`src/rtl/irq_ctrl.sv`:
```
// Interrupt controller: up to 15 edge/level sources with enable, pending and a 4-bit vector.
// Define IRQ_SYNC_EN to add a two-flop synchronizer on every src bit.
module irq_ctrl #(
    parameter int unsigned    IRQS     = 8,
    parameter int unsigned    WIDTH    = 24,
    parameter logic [IRQS-1:0] MODE_RST = '0
) (
    input  logic             clk,
    input  logic             rst,
    input  logic [IRQS-1:0]  src,
    input  logic             io_wr,
    input  logic             io_rd,
    input  logic [1:0]       addr,
    input  logic [WIDTH-1:0] din,
    output logic [WIDTH-1:0] dout,
    output logic             irq,
    output logic [3:0]       ivec,
    input  logic             iack
);

    logic [IRQS-1:0]  pend_q, en_q, mode_q, prev_q;
    logic [IRQS-1:0]  s, edg, act, ack_clr, wr_clr, swset, clr;
    logic [WIDTH-1:0] dout_q, rd_data;
    logic [3:0]       ivec_c;
    logic             unused_din;

    assign unused_din = ^din[WIDTH-1:IRQS];

`ifdef IRQ_SYNC_EN
    logic [IRQS-1:0] sync1_q, sync2_q;

    always_ff @(posedge clk) begin
        if (rst) begin
            sync1_q <= '0;
            sync2_q <= '0;
        end else begin
            sync1_q <= src;
            sync2_q <= sync1_q;
        end
    end

    assign s = sync2_q;
`else
    assign s = src;
`endif

    // Level-mode sources bypass the previous-sample gate.
    assign edg = s & (mode_q | ~prev_q);
    assign act = pend_q & en_q;

    always_comb begin
        ivec_c = 4'd0;
        for (int unsigned i = 0; i < IRQS; i++) begin
            if (act[i]) ivec_c = 4'(i + 1);
        end
    end

    always_comb begin
        ack_clr = '0;
        for (int unsigned i = 0; i < IRQS; i++) begin
            ack_clr[i] = iack && (ivec_c == 4'(i + 1));
        end
    end

    assign wr_clr = (io_wr && addr == 2'd0) ? din[IRQS-1:0] : '0;
    assign swset  = (io_wr && addr == 2'd3) ? din[IRQS-1:0] : '0;
    assign clr    = ack_clr | wr_clr;

    always_comb begin
        rd_data = '0;
        case (addr)
            2'd0:    rd_data = WIDTH'(pend_q);
            2'd1:    rd_data = WIDTH'(en_q);
            2'd2:    rd_data = WIDTH'(mode_q);
            default: rd_data = WIDTH'({irq, ivec_c});
        endcase
    end

    always_ff @(posedge clk) begin
        if (rst) begin
            pend_q <= '0;
            en_q   <= '0;
            mode_q <= MODE_RST;
            prev_q <= '1;
            dout_q <= '0;
        end else begin
            // Set terms come last so a same-cycle clear never loses an event.
            pend_q <= (pend_q & ~clr) | edg | swset;
            prev_q <= s;
            if (io_wr && addr == 2'd1) en_q <= din[IRQS-1:0];
            if (io_wr && addr == 2'd2) mode_q <= din[IRQS-1:0];
            if (io_rd) dout_q <= rd_data;
        end
    end

    assign ivec = ivec_c;
    assign irq  = (ivec_c != 4'd0);
    assign dout = dout_q;

endmodule

```
`config.mk`:
```
export PLATFORM = sky130hd
export DESIGN_NAME = irq_ctrl
export DESIGN_NICKNAME = d
export VERILOG_FILES = /design/src/rtl/irq_ctrl.sv
export SDC_FILE = /design/constraint.sdc
export NUM_CORES = 1
export LEC_CHECK = 0
export ABC_AREA = 1
export BUFFER_PORTS_ARGS = -buffer_cell sky130_fd_sc_hd__buf_2
export CAP_MARGIN = 15
export CORE_MARGIN = 4
export CORE_UTILIZATION = 50
export DETAILED_ROUTE_END_ITERATION = 16
export PLACE_DENSITY = 0.79
export SKIP_CTS_REPAIR_TIMING = 1
export SYNTH_ARGS = -nofsm -noshare
export SYNTH_HDL_FRONTEND = slang
export SYNTH_SLANG_ARGS = --single-unit
```
`constraint.sdc`:
```
create_clock -name clk -period 1.6 [get_ports clk]
set_input_delay 0.32 -clock clk [delete_from_list [all_inputs] [get_ports clk]]
set_output_delay 0.32 -clock clk [all_outputs]
set_load 0.01 [all_outputs]
```
-- After elaboration in Yosys (flattened, before gate mapping)
Cells that the tools add are included.
- add/subtract/negate cells: 0
- multipliers: 0
- div/mod/pow operators: 0
- $lt $le $gt $ge: 0
- equality and inequality tests: 11
- shift operators: 0
- multiplexer cells: 11
- bitwise logic cells: 9
- reductions and logical operators: 14
- operators by type and width (kind ; count):
    OR 8 bit ; 4
    two-way mux 4 bit ; 7
    AND 8 bit ; 3
    one-hot mux 8 bit (3 select lines) ; 1
    == test 4 x 3 -> 1 bit, second input constant ; 4
    two-way mux 8 bit ; 2
    inverter 8 bit ; 2
    logical AND 1 bit ; 12
    == test 4 x 2 -> 1 bit, second input constant ; 2
    == test 2 bit, second input constant ; 2
    == test 4 x 1 -> 1 bit, second input constant ; 1
    == test 4 bit, second input constant ; 1
    nonzero test 4 bit ; 1
    == test 2 x 1 -> 1 bit, second input constant ; 1
    zero test 2 bit ; 1
    two-way mux 1 bit ; 1
- register bits after elaboration: 56
- bits in latches: 0
- memory bits (writable): 0
- ROM bits: 0
- bits of input ports: 39
- logic and storage cells: 50
- memories: 0

-- Logic depth before layout (Yosys ltp)
Gate-level depths: netlist (run 1).
- word-level depth: 16
- gate-level depth with buffers: 12
- gate-level depth less buffers: 12

-- Least setup slack after synthesis (run 1)
No wires, ideal clock.
- path type: flip-flop to output port
- start point: register pend_q[4]
- end point: output irq
- arrival: 0.949 ns
- required time: 1.280 ns
- slack: 0.331 ns
- cell stages (with the launch flop): 8
- path buffers: 0
- cell sequence: dfxtp_1 nand2_1 nand2_1 inv_2 nand2_2 a21oi_4 inv_4 nand3_2
- cells in the longest elaborated chain, start to end: 6
- RTL lines (item ; RTL line ; source):
    start, declared ; 21 ; logic [IRQS-1:0] pend_q, en_q, mode_q, prev_q;
    start signal, assigned ; 88 ; pend_q <= (pend_q & ~clr) | edg | swset;
    AND 8 bit ; 49 ; assign act = pend_q & en_q;
    two-way mux 4 bit (4 in a row) ; 54 ; if (act[i]) ivec_c = 4'(i + 1);
    net ivec[1] ; 17 ; output logic [3:0] ivec,
    nonzero test 4 bit ; 97 ; assign irq = (ivec_c != 4'd0);
    end, declared ; 16 ; output logic irq,
The timed path passes the listed nets, and every way through them passes these cells.

-- Worst setup path in the final report (run 1)
- start point: register pend_q[4]
- end point: output irq
- cells in the longest elaborated chain, start to end: 6
- RTL lines (item ; RTL line):
    AND 8 bit ; 49
    two-way mux 4 bit (4 in a row) ; 54
    nonzero test 4 bit ; 97
Every way passes these cells.

==> metrics.md, run 1 <==
| Metric | Value |
|---|---|
| Final setup margin | -0.0977 ns |
| CTS Buf Count | 5 |
| Drt first pass iters | 4 |
| Reg2Reg Setup Slack | 0.21 ns |
| Setup Viol. Count Final | 3 |
| WHS Path Cells | 3 |
| Maxcap violations | 0 |
| Vias in the first global route | 1662 |
| Clock transition at path regs | 0.07 ns |
| Vias/cell | 5.07 |
| Die width | 72.0 um |
| Sinks on Clock Net | 40 |
| Post-Syn Area | 0.00205 mm^2 |
| Unique masters post-synth | 29 |
| Async S/R FF share, synth | 0% |
| Power density over the cells | 862 mW/mm^2 |
| RR Endpoint | pend_q[6]$_SDFF_PP0_ |
| Crit path DAT | 1.38 ns |
| Startpoint Class | register |
| Initial Util | 53.9% |
| HPWL after DPL | 3.65 mm |
| Min-delay worst type | input pin to register |
| Layout Nets | 380 |
| First DRT Iteration DRCs | 176 |
| Post-Route WL | 5.00 mm |
| Register area share after synthesis | 39.1% |
| Metal2 WL | 2.26 mm |
| End of the worst hold path | prev_q[1]$_SDFF_PP1_ |
| Root Driver | clkbuf_8 |
| Peak supply drop | 0.652 mV |
| N_diodes | 0 |
| Ports | 68 |
| Average size of a mapped cell | 7.03 um^2 |
| Hold Violations, Final | 0 |
| Crit share post-route | 106% |
| Bufs on Longest Clock Path | 2 |
| Post-route non-filler standard cell count | 390 |
| Area added between synthesis and finish | 19.5% |
| Post-synth EDFFs | 0 |
| Leak | 1.14 nW |
| Wire length on met1 | 2.20 mm |
| Wire length on met3 | 419 um |
| Skew-Pair Late Insertion Delay | 0.30 ns |
| Global-route wire length before repair | 7.64 mm |
| Top FF cell, synth | dfxtp_1 |
| Largest net degree at the start of global routing | 23 |
| CTS tree | built |
| Max Slew Vio Count | 0 |
| Filler cells | 347 |
| Worst Path Required | 1.28 ns |
| Initial antenna violation count | 0 |
| CP endpoint kind | output port |
| Final min period | 1.70 ns |
| Vias | 1977 |
| Overflow after GRT | 0 |
| HP Start | src[1] |
| Post-route ant nets | 0 |
| Layout cells sized above 1 | 31.3% |
| Die Span Y | 72.0 um |
| Sum of negative setup slack | -0.242 ns |
| Clk_skew | 0.00461 ns |
| RSZ-0062 raised after global routing | yes |
| RePlAce Congestion | 0.848 |
| IO buf count | 35 |
| Crit Path Class | register to output port |
| Cells after DPL | 374 |
| Max Used Layer | met4 |
| Die area | 0.00518 mm^2 |
| H-tree levels | 2 |
| DR DRC count | 0 |
| Status | finished, violations left |
| CP max FO | 5 |
| Wire per inst | 12.8 um |
| Fmax | 589 MHz |
| Worst reg2reg path startpoint | pend_q[3]$_SDFF_PP0_ |
| Core Footprint | 0.00380 mm^2 |
| Cell count after synthesis | 291 |
| YS warnings | 0 |
| Failing checks | negative setup slack |
| Seq cells post-synth | 40 |
| FF-to-FF path depth | 10 |
| Gr usage total | 18.8% |
| Core Rows | 22 |
how the worst max path moves through the flow:
| stage | from | end | slack [ns] | cells past startpoint |
|---|---|---|---|---|
| floorplan | pend_q[4]$_SDFF_PP0_ | irq | 0.33 | 7 |
| global route | en_q[2]$_SDFFE_PP0P_ | irq | -0.18 | 7 |
| global placement | pend_q[0]$_SDFF_PP0_ | irq | 0.16 | 11 |
| finish | pend_q[4]$_SDFF_PP0_ | irq | -0.1 | 8 |
| detailed placement | pend_q[6]$_SDFF_PP0_ | irq | 0.15 | 7 |
| CTS | pend_q[6]$_SDFF_PP0_ | irq | -0.17 | 7 |
power breakdown:
part	switching (mW)	internal, mW	leakage [nW]	total (mW)
registers	0.0333	1.05	0.333	1.09
logic	0.203	0.129	0.765	0.332
clock network	0.340	0.352	0.0455	0.692
total	0.576	1.53	1.14	2.11
flip-flops by register name, indices dropped and copies added (netlist names):
name	cells
dout	8
en_q	8
mode_q	8
pend_q	8
prev_q	8
cell families after synthesis:
group / Yosys count / share of synthesized area, %
AND/OR/NAND/NOR: 129 / 27.9
other: 1 / 0.183
AO/OA/AOI/OAI: 62 / 18.1
buffers and inverters: 59 / 14.7
flip-flops: 40 / 39.1
synthesized netlist by cell type, types with 3 or more instances:
cell	number	area (um^2)
a31oi_1	8	50.1
dfxtp_1	40	801
buf_4	16	120
nand2_1	85	319
o21ai_0	8	40.0
inv_2	9	33.8
a22oi_1	3	22.5
clkbuf_1	4	15.0
nor2_1	5	18.8
inv_1	25	93.8
nand2_2	8	50.1
a21oi_2	6	52.6
nand3_1	23	115
a21oi_1	31	155
cell type report:
cell class	count	area, um^2	area share [%]
clock buffer	8	90.1	3.68
inverter	36	138	5.63
timing repair buffer	51	318	13.0
multi-input combinational	207	1020	41.9
sequential	40	816	33.4
tap	48	60.1	2.46
critical path: stages (launching register included):
cell and delay (ns):
dfxtp_2 0.33, nand2_2 0.08, nand2_2 0.05, inv_2 0.06, nand2_2 0.07, a21oi_4 0.24
inv_4 0.06, nand3_4 0.08, buf_6 0.10
metal layers:
layer	global-route usage, %	up-vias
li1	-	1007
met5	0	-
met4	7.10	0
met1	26.1	871
met3	4.16	13
met2	28.4	86
cells in the final DEF (no fill, tap or decap), types with 4 or more instances in the layout:
master | Yosys | layout
buf_6 | 2 | 4
dfxtp_1 | 40 | 28
o21ai_0 | 8 | 8
a31oi_1 | 8 | 8
nand2_1 | 85 | 79
a21oi_2 | 6 | 6
nand2_2 | 8 | 14
nand3_1 | 23 | 23
dfxtp_2 | 0 | 12
a21oi_1 | 31 | 31
inv_1 | 25 | 25
inv_2 | 9 | 10
buf_4 | 16 | 15
conb_1 | 1 | 16
nor2_1 | 5 | 5
buf_2 | 1 | 32
clkbuf_8 | 0 | 6
stage by stage:
step	setup slack [ns]	hold WS (ns)	cell area, um^2	utilization, %	power, mW
6_report	-0.0977	0.202	2450	64.4	2.11
5_1_grt	-0.181	0.201	2450	64.4	2.21
4_1_cts	-0.171	0.203	2330	61.2	2.08
3_5_place_dp	0.147	0.464	2240	58.9	1.40
3_3_place_gp	0.160	0.450	2240	58.9	1.40
2_1_floorplan	0.331	0.389	2100	-	1.32
No activity file was read; power rests on OpenSTA's default activity.
==> run 2, diff against run 1 <==
--- a/config.mk
+++ b/config.mk
@@ -11,7 +11,7 @@
 export CORE_MARGIN = 4
 export CORE_UTILIZATION = 50
 export DETAILED_ROUTE_END_ITERATION = 16
-export PLACE_DENSITY = 0.79
+export PLACE_DENSITY = 0.86
 export SKIP_CTS_REPAIR_TIMING = 1
 export SYNTH_ARGS = -nofsm -noshare
 export SYNTH_HDL_FRONTEND = slang
==> metrics.md, run 2 (same netlist as run 1, synthesis figures left out) <==
| Metric | Value |
|---|---|
| Post-route ant nets | 0 (unchanged) |
| Largest net degree at the start of global routing | 24 (+4.3%) |
| Bufs on Longest Clock Path | 2 (unchanged) |
| HPWL after DPL | 3.58 mm (-1.9%) |
| Hold Violations, Final | 0 (unchanged) |
| Clk pwr share | 33.1% (+0.3 points) |
| Core Footprint | 0.00380 mm^2 (unchanged) |
| Area added between synthesis and finish | 19.1% |
| Fin area | 0.00244 mm^2 (-0.31%) |
| Clk_skew | 0.00283 ns (-0.00178 ns) |
| Cell Chain, Critical Path | nand2_1 > nand2_1 > nand2_1 > nand2_1 > nand2_1 > nand2_1 > nand2_2 > nand2_4 > nand3_4 > buf_6 |
| Sinks on Clock Net | 40 (unchanged) |
| Layout cells sized above 1 | 31.7% (+0.39 points) |
| Internal | 1.53 mW (-0.25%) |
| DR DRC count | 0 (unchanged) |
| Status | finished, violations left |
| Crit share post-route | 114% (+8.0 points) |
| Skew-Pair Late Insertion Delay | 0.30 ns (about the same) |
| Most frequent cells in the layout | 79 x nand2_1, 32 x buf_2, 31 x a21oi_1 |
| Failing checks | negative setup slack |
| Crit path DAT | 1.51 ns (+0.13 ns) |
| Layout Nets | 379 (-0.26%) |
| Final setup margin | -0.226 ns (-0.128 ns) |
| CP endpoint kind | output port |
| Die Span Y | 72.0 um (unchanged) |
| Min-delay worst type | input pin to register |
| Dpl ws | 0.154 ns (+0.00701 ns) |
| Wire length on met1 | 2.30 mm (+4.3%) |
| WHS Path Cells | 3 (unchanged) |
| RSZ-0062 raised after global routing | yes |
| Gr usage total | 19.0% (+0.21 points) |
| Vias in the first global route | 1688 (+1.6%) |
| FF-to-FF path depth | 10 (unchanged) |
| CTS tree | built |
| H-tree levels | 2 (unchanged) |
| Clock transition at path regs | 0.08 ns (about the same) |
| Global-route wire length before repair | 7.76 mm (+1.5%) |
| Core Rows | 22 (unchanged) |
| Switch share | 27.9% (+0.60 points) |
| Startpoint Class | register |
| Die area | 0.00518 mm^2 (unchanged) |
| Cell mode on critical path | nand2_1 |
| N_diodes | 0 (unchanged) |
| Drt first pass iters | 5 (+1) |
| Vias/cell | 5.23 (+3.2%) |
| Initial Util | 53.9% (unchanged) |
| Ports | 68 (unchanged) |
| Peak supply drop | 0.520 mV (-20%) |
| Wire length on met3 | 427 um (+1.9%) |
| Most common cell after layout, fill and taps aside | nand2_1 |
| CP max FO | 5 (unchanged) |
| Setup Viol. Count Final | 3 (unchanged) |
| Metal2 WL | 2.41 mm (+6.5%) |
| IO buf count | 35 (unchanged) |
| Max Slew Vio Count | 0 (unchanged) |
| Crit Path Class | register to output port |
| Vias | 2036 (+3.0%) |
| Fmax | 548 MHz (-7.0%) |
| Die width | 72.0 um (unchanged) |
| Root Driver | clkbuf_8 |
| Maxcap violations | 0 (unchanged) |
| Combinational power share | 15.7% (about the same) |
| Wire per inst | 13.4 um (+4.6%) |
| Initial antenna violation count | 0 (unchanged) |
| Overflow after GRT | 0 (unchanged) |
| RePlAce Congestion | 0.878 (+3.6%) |
| Sum of negative setup slack | -0.480 ns (-0.238 ns) |
| Worst Path Required | 1.28 ns (about the same) |
| Max stage delay on crit path | 0.34 ns (about the same) |
| Part of the power in registers | 51.1% (-0.4 points) |
| CTS Buf Count | 5 (unchanged) |
| Net switching power | 592 uW (+2.8%) |
| Hold_ws | 0.199 ns (-0.00297 ns) |
| First DRT Iteration DRCs | 238 (+35%) |
| Area post-placement | 0.00222 mm^2 (-0.67%) |
| Post-Route WL | 5.22 mm (+4.3%) |
| Leak | 1.14 nW (-0.65%) |
| Power density over the cells | 870 mW/mm^2 (+0.89%) |
| Slowest CP cell | dfxtp_2 |
| Final min period | 1.83 ns (+0.128 ns) |
| Max Used Layer | met4 |
run 2: changes by cell type in the layout (fill, tap and decap cells not counted), sizes merged:
cell / change
buf: -1
clkbuf: -1
clkinvlp: +1
run 2: power by group through the flow:
stage / registers [mW] / logic, mW / clock network [mW]
after floorplan: 1.10 / 0.225 / 0
after global placement: 1.10 / 0.291 / 0
after detailed placement: 1.10 / 0.298 / 0
after CTS: 1.08 / 0.300 / 0.713
after global routing: 1.09 / 0.369 / 0.760
final: 1.08 / 0.334 / 0.703
run 2: critical path: cells and delay by family (launching register included):
kind / cells / cell delay, ns
buf+inv: 1 / 0.13
flops: 1 / 0.34
simple gates: 9 / 0.74
run 2: area by class of cell:
type / instances / area (um^2)
clock inverter: 1 / 7.51
clock buffer: 7 / 86.3
timing repair buffer: 50 / 307
fill: 328 / 1360
sequential: 40 / 816
inverter: 36 / 138
tap: 48 / 60.1
multi-input combinational: 207 / 1020
run 2: final timing paths:
check	endpoint	slack, ns	start
min	prev_q[1]$_SDFF_PP1_	0.20	src[1]
min reg2reg	dout[5]$_SDFFE_PP0P_	0.47	dout[5]$_SDFFE_PP0P_
max	irq	-0.23	en_q[1]$_SDFFE_PP0P_
max reg2reg	pend_q[6]$_SDFF_PP0_	0.12	pend_q[3]$_SDFF_PP0_
run 2: routing by layer:
| metal | track usage [%] | vias up |
|---|---|---|
| met3 | 4.02 | 10 |
| met5 | 0 | - |
| met4 | 7.72 | 0 |
| met2 | 30.3 | 96 |
| met1 | 25.0 | 924 |
| li1 | - | 1006 |
run 2: stage by stage:
| step | power [mW] | instances | util, % |
|---|---|---|---|
| 2_1_floorplan | 1.32 | 306 | - |
| 3_3_place_gp | 1.39 | 372 | 58.5 |
| 3_5_place_dp | 1.40 | 372 | 58.5 |
| 4_1_cts | 2.09 | 380 | 60.9 |
| 5_1_grt | 2.22 | 389 | 64.2 |
| 6_report | 2.12 | 389 | 64.2 |
